**src/rtl/rom_download_ctrl.sv**
```systemverilog
// Splits 16-bit ioctl download words into byte writes for four on-chip ROM regions and
// holds the core in reset while a download runs, plus a settle time afterwards.
module rom_download_ctrl #(
    parameter logic [7:0]  INDEX    = 8'd0,
    parameter logic [26:0] R0_END   = 27'h08000,
    parameter logic [26:0] R1_END   = 27'h0C000,
    parameter logic [26:0] R2_END   = 27'h10000,
    parameter logic [26:0] R3_END   = 27'h18000,
    parameter int unsigned RST_HOLD = 16
) (
    input  logic        clk_sys,
    input  logic        reset,
    input  logic        ioctl_download,
    input  logic [7:0]  ioctl_index,
    input  logic        ioctl_wr,
    input  logic [26:0] ioctl_addr,
    input  logic [15:0] ioctl_dout,
    output logic        ioctl_wait,
    output logic [3:0]  rom_wr,
    output logic [15:0] rom_addr,
    output logic [7:0]  rom_data,
    output logic        core_reset,
    output logic        dl_done,
    output logic        err_flag
);

    localparam int unsigned CntW = $clog2(RST_HOLD + 1);

    // One extra bit so addr+1 of the top word cannot wrap back into region 0.
    localparam logic [27:0] End0 = {1'b0, R0_END};
    localparam logic [27:0] End1 = {1'b0, R1_END};
    localparam logic [27:0] End2 = {1'b0, R2_END};
    localparam logic [27:0] End3 = {1'b0, R3_END};

    typedef enum logic [1:0] {
        StIdle,
        StLo,
        StHi
    } state_e;

    state_e          state_q, state_d;
    logic [26:0]     addr_q, addr_d;
    logic [7:0]      hi_byte_q, hi_byte_d;
    logic            wait_q, wait_d;
    logic [3:0]      wr_q, wr_d;
    logic [15:0]     raddr_q, raddr_d;
    logic [7:0]      rdata_q, rdata_d;
    logic            err_q, err_d;
    logic [CntW-1:0] cnt_q, cnt_d;
    logic            core_rst_q, core_rst_d;
    logic            dl_seen_q, dl_seen_d;
    logic            done_q, done_d;

    logic            active;
    logic [27:0]     abs_byte;
    logic [3:0]      sel_oh;
    logic [15:0]     offset;
    logic            oob;

    assign active = ioctl_download && (ioctl_index == INDEX);

    // The decoder serves the byte about to be registered: the incoming low byte while
    // idle, the latched word's high byte while in LO.
    assign abs_byte = (state_q == StLo) ? ({1'b0, addr_q} + 28'd1) : {1'b0, ioctl_addr};

    always_comb begin
        sel_oh = '0;
        oob    = 1'b0;
        offset = 16'(abs_byte - End2);
        if (abs_byte < End0) begin
            sel_oh = 4'b0001;
            offset = abs_byte[15:0];
        end else if (abs_byte < End1) begin
            sel_oh = 4'b0010;
            offset = 16'(abs_byte - End0);
        end else if (abs_byte < End2) begin
            sel_oh = 4'b0100;
            offset = 16'(abs_byte - End1);
        end else if (abs_byte < End3) begin
            sel_oh = 4'b1000;
        end else begin
            oob = 1'b1;
        end
    end

    always_comb begin
        state_d   = state_q;
        addr_d    = addr_q;
        hi_byte_d = hi_byte_q;
        wait_d    = wait_q;
        wr_d      = '0;
        raddr_d   = raddr_q;
        rdata_d   = rdata_q;
        err_d     = err_q;
        unique case (state_q)
            StIdle: begin
                if (ioctl_wr && active) begin
                    state_d   = StLo;
                    addr_d    = ioctl_addr;
                    hi_byte_d = ioctl_dout[15:8];
                    rdata_d   = ioctl_dout[7:0];
                    raddr_d   = offset;
                    wr_d      = sel_oh;
                    wait_d    = 1'b1;
                    if (oob) begin
                        err_d = 1'b1;
                    end
                end
            end
            StLo: begin
                state_d = StHi;
                rdata_d = hi_byte_q;
                raddr_d = offset;
                wr_d    = sel_oh;
                if (oob || ioctl_wr) begin
                    err_d = 1'b1;
                end
            end
            StHi: begin
                state_d = StIdle;
                wait_d  = 1'b0;
                if (ioctl_wr) begin
                    err_d = 1'b1;
                end
            end
            default: begin
                state_d = StIdle;
                wait_d  = 1'b0;
            end
        endcase
    end

    // Core reset follows any download index; dl_done only after a real download.
    always_comb begin
        cnt_d      = cnt_q;
        core_rst_d = core_rst_q;
        dl_seen_d  = dl_seen_q;
        done_d     = 1'b0;
        if (ioctl_download) begin
            cnt_d      = CntW'(RST_HOLD);
            core_rst_d = 1'b1;
            dl_seen_d  = 1'b1;
        end else if (cnt_q != '0) begin
            cnt_d = cnt_q - CntW'(1);
            if (cnt_q == CntW'(1)) begin
                core_rst_d = 1'b0;
                done_d     = dl_seen_q;
                dl_seen_d  = 1'b0;
            end
        end
    end

    always_ff @(posedge clk_sys) begin
        if (reset) begin
            state_q    <= StIdle;
            addr_q     <= '0;
            hi_byte_q  <= '0;
            wait_q     <= 1'b0;
            wr_q       <= '0;
            raddr_q    <= '0;
            rdata_q    <= '0;
            err_q      <= 1'b0;
            cnt_q      <= CntW'(RST_HOLD);
            core_rst_q <= 1'b1;
            dl_seen_q  <= 1'b0;
            done_q     <= 1'b0;
        end else begin
            state_q    <= state_d;
            addr_q     <= addr_d;
            hi_byte_q  <= hi_byte_d;
            wait_q     <= wait_d;
            wr_q       <= wr_d;
            raddr_q    <= raddr_d;
            rdata_q    <= rdata_d;
            err_q      <= err_d;
            cnt_q      <= cnt_d;
            core_rst_q <= core_rst_d;
            dl_seen_q  <= dl_seen_d;
            done_q     <= done_d;
        end
    end

    assign ioctl_wait = wait_q;
    assign rom_wr     = wr_q;
    assign rom_addr   = raddr_q;
    assign rom_data   = rdata_q;
    assign core_reset = core_rst_q;
    assign dl_done    = done_q;
    assign err_flag   = err_q;

endmodule

```
**config.mk**
```make
export PLATFORM = sky130hd
export DESIGN_NAME = rom_download_ctrl
export DESIGN_NICKNAME = d
export VERILOG_FILES = /design/src/rtl/rom_download_ctrl.sv
export SDC_FILE = /design/constraint.sdc
export NUM_CORES = 1
export LEC_CHECK = 0
export CORE_MARGIN = 2
export CORE_UTILIZATION = 41
export DETAILED_ROUTE_END_ITERATION = 12
export GPL_TIMING_DRIVEN = 0
export HOLD_SLACK_MARGIN = 0.06
export PLACE_DENSITY = 0.71
export SLEW_MARGIN = 0
export SYNTH_ARGS = -nofsm -noshare
export SYNTH_HDL_FRONTEND = slang
export SYNTH_SLANG_ARGS = --single-unit
```
**constraint.sdc**
```tcl
create_clock -name clk_sys -period 2.3 [get_ports clk_sys]
set_input_delay 0.69 -clock clk_sys [delete_from_list [all_inputs] [get_ports clk_sys]]
set_output_delay 0.69 -clock clk_sys [all_outputs]
set_load 0.1 [all_outputs]
```
# Yosys cells after proc, flatten, opt, wreduce, memory -nomap -nowiden
# Index checks and enable logic that the tools add are counted.
[op_classes]
muxes = 30
eq_ne = 7
addsub = 5
reduce_logical = 18
magnitude_cmp = 4
bitwise_logic = 3
[ops]
columns = ["op", "n"]
rows = [
  ["$mux 16", 4],
  ["$lt 28x16->1 const B", 2],
  ["$lt 28x17->1 const B", 2],
  ["$pmux 16 s2", 1],
  ["$sub 16x16->16 const B", 2],
  ["$add 27x1->28 const B", 1],
  ["$mux 28", 1],
  ["$mux 4", 5],
  ["$pmux 8 s2", 1],
  ["$sub 16x1->16 const B", 1],
  ["$mux 1", 12],
  ["$reduce_and 2->1", 5],
  ["$logic_not 8->1", 1],
  ["$mux 8", 1],
  ["$pmux 4 s2", 1],
  ["$ne 2x2->1 const B", 3],
  ["$reduce_bool 2->1", 3],
  ["$eq 5x1->1 const B", 1],
  ["$reduce_and 5->1", 1],
  ["$reduce_bool 5->1", 1],
  ["$sub 5x1->5 const B", 1],
  ["$pmux 2 s2", 1],
  ["$reduce_or 4->1", 1],
  ["$not 1->1", 3],
  ["11 further kinds", 12],
]
[word_totals]
register_bits = 75
inputBits = 55
output_inout_bits = 32
word_cells = 79

# Logic depth before layout (Yosys ltp)
[depth]
depth_word = 10
ltp_mapped = 11
depth_no_buf = 11

# Worst setup path after synthesis
# No wires, ideal clock.
[synth_path]
path_kind = "register to register"
from = "register addr_q[0]"
to = "register raddr_q[14], in the netlist rom_addr[14]"
slack_ns = -0.157
stages_incl_launch_ff = 12
period_less_slack_ns = 2.457
setup_time_ns = 0.127
t_required_ns = 2.173
arrival_ns = 2.330
path_buffers = 0
path_cell_list = "dfxtp_1 ha_1 nand4_1 or2_1 nor3_1 xnor2_1 o21a_1 inv_1 ha_1 a21oi_1 a22o_1 or3b_1"
[synth_via]
elab_chain_cells = 8
elab_cells_between_ends = 13
classes_between = "add/sub: 4; order compare: 3; mux: 6"
[synth_rtl]
columns = ["item", "line", "text"]
rows = [
  ["start: declaration", "42", "logic [26:0] addr_q, addr_d;"],
  ["start signal: assignment", "169", "addr_q <= addr_d;"],
  ["$add 27x1->28 *", "64", "assign abs_byte = (state_q == StLo) ? ({1'b0, addr_q} + 28'd1) : {1'b0, ioctl_addr};"],
  ["$mux 28 *", "64", ""],
  ["$lt 28x17->1 (tied with other cells)", "76", "end else if (abs_byte < End2) begin"],
  ["$mux 16", "76", ""],
  ["$mux 16", "73", "end else if (abs_byte < End1) begin"],
  ["$mux 16 *", "70", "if (abs_byte < End0) begin"],
  ["$mux 16", "97", "if (ioctl_wr && active) begin"],
  ["$pmux 16 s2 *", "95", "unique case (state_q)"],
  ["end signal: assignment", "173", "raddr_q <= raddr_d;"],
  ["end: declaration", "46", "logic [15:0] raddr_q, raddr_d;"],
]
# Mark *: on every way between the ends. The rest lies on a longest branch, timed or not. The select of a mux whose other input is x is not followed.
# A chain may end at the register's enable or synchronous reset.

# Worst setup path in the final report
[layout_path]
from = "register addr_q[13]"
to = "register raddr_q[14], in the netlist rom_addr[14]"
# The elaborated chain is that of the path after synthesis.

==> impl_table.tex <==
\begin{tabular}{lr}
\hline
Metric & Value \\
\hline
\multicolumn{2}{l}{\textbf{Place}} \\
\quad Final weighted congestion of routability-driven global placement & a little under 1 \\
\quad IO buf count & 86 \\
\quad HPWL reported at the end of detailed placement & 7320 microns \\
\quad Worst setup timing slack at the placement stage & -0.912 ns \\
\multicolumn{2}{l}{\textbf{Logic synthesis}} \\
\quad Flops \& latches, synth & 75 \\
\quad Part of the Yosys area used for sequential elements & between 40\% and 50\% \\
\quad Unique cell type count in the Yosys netlist & 50 \\
\quad Mean cell area of the mapped netlist & 7.66 sq um \\
\quad Number of nets produced by synthesis & 522 \\
\quad Most used standard cells in the synthesized netlist & sky130\_fd\_sc\_hd\_\_nand2\_1 (130), sky130\_fd\_sc\_hd\_\_dfxtp\_1 (75), sky130\_fd\_sc\_hd\_\_a21oi\_1 (55) \\
\quad Yosys top cell area share & between 40\% and 50\% \\
\quad Main flop type after synthesis & sky130\_fd\_sc\_hd\_\_dfxtp\_1 \\
\quad Leading post-synthesis cells by cell area & sky130\_fd\_sc\_hd\_\_dfxtp\_1 (42\%), sky130\_fd\_sc\_hd\_\_nand2\_1 (14\%), sky130\_fd\_sc\_hd\_\_a21oi\_1 (7.8\%) \\
\quad Most frequently used cell type in the post-synthesis netlist & sky130\_fd\_sc\_hd\_\_nand2\_1 \\
\quad Ys Warns & 0 \\
\quad EDFF count, synth & 0 \\
\quad Syn Std Cell Area & 3550 sq um \\
\quad Largest area contributor in the netlist & sky130\_fd\_sc\_hd\_\_dfxtp\_1 \\
\quad Synthesized instance count & 463 \\
\quad Share of flip-flops with an asynchronous set or reset after synthesis & 0\% \\
\multicolumn{2}{l}{\textbf{Timing}} \\
\quad RSZ-0062 raised after global routing & true \\
\quad Setup\_tns & -0.220 ns \\
\quad Pins Over Slew Limit & 0 \\
\quad Worst-case setup margin in the final layout & -0.164 ns \\
\quad \# setup viols final & 2 \\
\quad Worst hold slack & 0.432 ns \\
\quad Worst Max-Slew Pin Slew & 0.969 ns \\
\quad Clock Skew & 0.00838 ns \\
\quad Share of the clock period used by the worst path after layout & 107\% \\
\quad Relative slew slack & between 30\% and 40\% \\
\quad Hold violation total from the final report & 0 \\
\quad Min Clock Period, post-route & 2.46 ns \\
\quad Highest clock rate & 406 MHz \\
\multicolumn{2}{l}{\textbf{Job}} \\
\quad Max-capacitance violation count & 0 \\
\multicolumn{2}{l}{\textbf{Drt}} \\
\quad Via count of the routed design & 3747 \\
\quad Number of detailed-route iterations in the first pass & 4 \\
\quad 1st-iter DRT viols & 165 \\
\quad Via count normalized by instance count & 5.30 \\
\quad Total routed wirelength & 10900 microns \\
\quad DRC violation count after routing & 0 \\
\quad Count of antenna-violating nets left after detailed routing & 0 \\
\quad Routed length per placed instance & 15.4 microns \\
\multicolumn{2}{l}{\textbf{Clock network}} \\
\quad Root buffer cell & sky130\_fd\_sc\_hd\_\_clkbuf\_8 \\
\quad Hold-fix buffer count after cts & 0 \\
\quad Clock H-tree levels & 3 \\
\quad Total CTS buffers & 9 \\
\quad Insertion delay to the later sink of the worst-skew pair & 0.35 ns \\
\quad Clock tree from TritonCTS & done \\
\quad Clock-pin slew reported for the worst setup and hold paths after clock tree synthesis & 0.08 ns \\
\quad Worst-case clock buffer depth & 2 \\
\quad Number of clock sinks & between 70 and 80 \\
\multicolumn{2}{l}{\textbf{Pwr}} \\
\quad Part of the total power dissipated in the clock network & $\sim$43\% \\
\quad Leakage power & around 2.1 nW \\
\quad Internal power component & 2.06 mW \\
\quad Sw Ratio & around 23\% \\
\quad Switching Power & 0.611 mW \\
\quad Worst-case vdd ir drop & 0.287 mV \\
\quad Pwr/cell area & around 500 nW/um\^{}2 \\
\quad Sequential Power Share & between 40 and 50\% \\
\quad Combinational cell fraction of total power & 8.0\% \\
\multicolumn{2}{l}{\textbf{Die}} \\
\quad Starting utilization of the core area & a little over two fifths \\
\quad Core box area & 8300 sq um \\
\quad I/O pin total & a little under 90 \\
\quad Vert. Die Dim & around 97 microns \\
\quad Overall die width & 97.0 microns \\
\quad Die ar. & around 9400 sq um \\
\quad Count of standard-cell rows & 33 \\
\multicolumn{2}{l}{\textbf{Setup path}} \\
\quad Start-to-end type of the worst setup path & flop to flop \\
\quad Critical path arrival & 2.70 ns \\
\quad Reg2reg end & rom\_addr[14] \\
\quad Worst R2R Start & addr\_q[13] \\
\quad Type of element capturing the critical path & flop \\
\quad Critical path peak fanout & 5 \\
\quad Startpoint Class & flop \\
\quad R2R setup slack & -0.16 ns \\
\quad Required time worst endpoint & 2.54 ns \\
\quad Count of cells along the worst register-to-register path & 9 \\
\multicolumn{2}{l}{\textbf{Worst hold path}} \\
\quad Start point of the worst hold path & dl\_seen\_q \\
\quad Worst hold-check path type & flop to flop \\
\quad Endpoint of the worst hold path & dl\_done \\
\quad Hold Path Cell Cnt & 2 \\
\multicolumn{2}{l}{\textbf{GRT}} \\
\quad Initial antenna violation count & 0 \\
\quad Via count of the first global-routing pass & 3645 \\
\quad Largest net degree at the start of global routing & 14 \\
\quad Grt ovf & 0 \\
\quad Wire length of the first global-routing pass & 17700 microns \\
\quad Overall Global Routing Usage & 23.0\% \\
\multicolumn{2}{l}{\textbf{Layout}} \\
\quad Layout fillers & 664 \\
\quad Synth-to-layout area growth & 51.4\% \\
\quad Fraction of final layout cells with drive strength greater than 1 & 22.4\% \\
\quad ANT cells & 0 \\
\quad Total Nets Final & 656 \\
\multicolumn{2}{l}{\textbf{Status}} \\
\quad Outcome & complete, but fails checks \\
\quad Violated checks & negative setup slack \\
\hline
\end{tabular}
layer usage:
| metal | vias up | wire length, microns | track usage, % |
|---|---|---|---|
| met4 | 0 | 150 | 6.93 |
| met3 | 14 | 484 | 3.90 |
| met5 | - | 0 | 0 |
| met2 | 108 | 5570 | 41.6 |
| met1 | 1756 | 4660 | 27.8 |
| li1 | 1869 | - | - |
critical path: stages, from the launching register on:
cell                      delay, ns
sky130_fd_sc_hd__dfxtp_2       0.39
sky130_fd_sc_hd__nand4_1       0.21
sky130_fd_sc_hd__nor4_4        0.30
sky130_fd_sc_hd__nand3_2       0.16
sky130_fd_sc_hd__mux2_4        0.34
sky130_fd_sc_hd__o32ai_4       0.31
sky130_fd_sc_hd__nor3b_4       0.10
sky130_fd_sc_hd__buf_6         0.13
sky130_fd_sc_hd__nand4_1       0.06
sky130_fd_sc_hd__or3b_1        0.35
flip-flops by register name, indices dropped and copies added, names as in the netlist:
signal      flops
addr_q         27
rom_addr       16
hi_byte_q       8
rom_data        8
cnt_q           5
rom_wr          4
state_q         2
core_reset      1
dl_done         1
dl_seen_q       1
err_flag        1
ioctl_wait      1
power groups by stage:
stage | sequential, mW | clock (mW) | combinational, mW
final | 1.30 | 1.15 | 0.215
after global routing | 1.31 | 1.23 | 0.233
after CTS | 1.31 | 1.16 | 0.208
after detailed placement | 1.35 | 0 | 0.202
after global placement | 1.35 | 0 | 0.199
after floorplan | 1.35 | 0 | 0.0705
worst max-delay path by stage:
stage                    from      endpoint  slack (ns)  depth (start not counted)
5_1_grt            addr_q[15]  rom_addr[14]       -0.30                         10
3_3_place_gp   ioctl_download    addr_q[26]       -0.88                          8
4_1_cts             addr_q[0]  rom_addr[14]       -0.04                         12
3_5_place_dp   ioctl_download    addr_q[18]       -0.91                          8
2_1_floorplan       addr_q[3]  rom_addr[14]      -0.003                          9
6_report           addr_q[13]  rom_addr[14]       -0.16                          9
per-stage QoR:
step	std cells	total power, mW	instance area (sq um)	utilization [%]
after global placement	654	1.54	4580	55.2
final	707	2.67	5370	64.7
after CTS	700	2.67	5210	62.8
after floorplan	463	1.42	3590	-
after global routing	707	2.77	5370	64.7
after detailed placement	654	1.55	4580	55.2
timing repair:
item | CTS | global route
endpoints found under the setup margin | 97 | 58
setup buffers | 31 | 7
resized for setup | 103 | 39
pin swaps | 25 | 11
placed cells by master, fill, tap and decap left out, types with 3 or more instances in the layout:
cell,netlist,final
sky130_fd_sc_hd__nand3_1,12,10
sky130_fd_sc_hd__dfxtp_1,75,57
sky130_fd_sc_hd__nand2_1,130,127
sky130_fd_sc_hd__nor2_1,44,41
sky130_fd_sc_hd__a31oi_1,4,3
sky130_fd_sc_hd__clkbuf_1,21,10
sky130_fd_sc_hd__buf_4,2,36
sky130_fd_sc_hd__o221ai_1,6,6
sky130_fd_sc_hd__clkdlybuf4s50_1,0,48
sky130_fd_sc_hd__a311oi_1,9,9
sky130_fd_sc_hd__o211ai_1,4,4
sky130_fd_sc_hd__clkdlybuf4s15_1,0,4
sky130_fd_sc_hd__nand4_1,9,9
sky130_fd_sc_hd__dfxtp_4,0,9
sky130_fd_sc_hd__dfxtp_2,0,9
sky130_fd_sc_hd__inv_1,6,5
sky130_fd_sc_hd__xnor2_1,13,12
sky130_fd_sc_hd__clkbuf_2,0,3
sky130_fd_sc_hd__a21oi_1,55,52
sky130_fd_sc_hd__nor4_4,1,4
sky130_fd_sc_hd__buf_6,1,7
sky130_fd_sc_hd__dlygate4sd2_1,0,33
sky130_fd_sc_hd__nor3_4,0,3
sky130_fd_sc_hd__clkbuf_8,0,11
sky130_fd_sc_hd__clkbuf_4,0,5
sky130_fd_sc_hd__xor2_1,8,8
sky130_fd_sc_hd__nor3_2,0,3
sky130_fd_sc_hd__nor3_1,12,6
kinds of logic after synthesis:
family | after synthesis | synth area share [%]
buffers and inverters | 34 | 4.09
xor gates and xnor gates | 21 | 5.18
DFF | 75 | 42.3
muxes | 2 | 0.599
and+or+nand+nor | 232 | 29.2
AOI/OAI and AO/OA | 95 | 17.2
adders and majority gates | 4 | 1.41
final cells by class:
class | instances | area [sq um] | share of cell area, %
repair buffers | 124 | 1120 | 20.9
well taps | 105 | 131 | 2.45
flip-flops and latches | 75 | 1550 | 28.8
clock inverters | 5 | 85.1 | 1.58
clock buffers | 11 | 141 | 2.63
plain buffers | 26 | 163 | 3.03
inverters | 7 | 26.3 | 0.489
multi-input cells | 354 | 2160 | 40.1
Note: power is estimated with default switching activity, not from simulation.
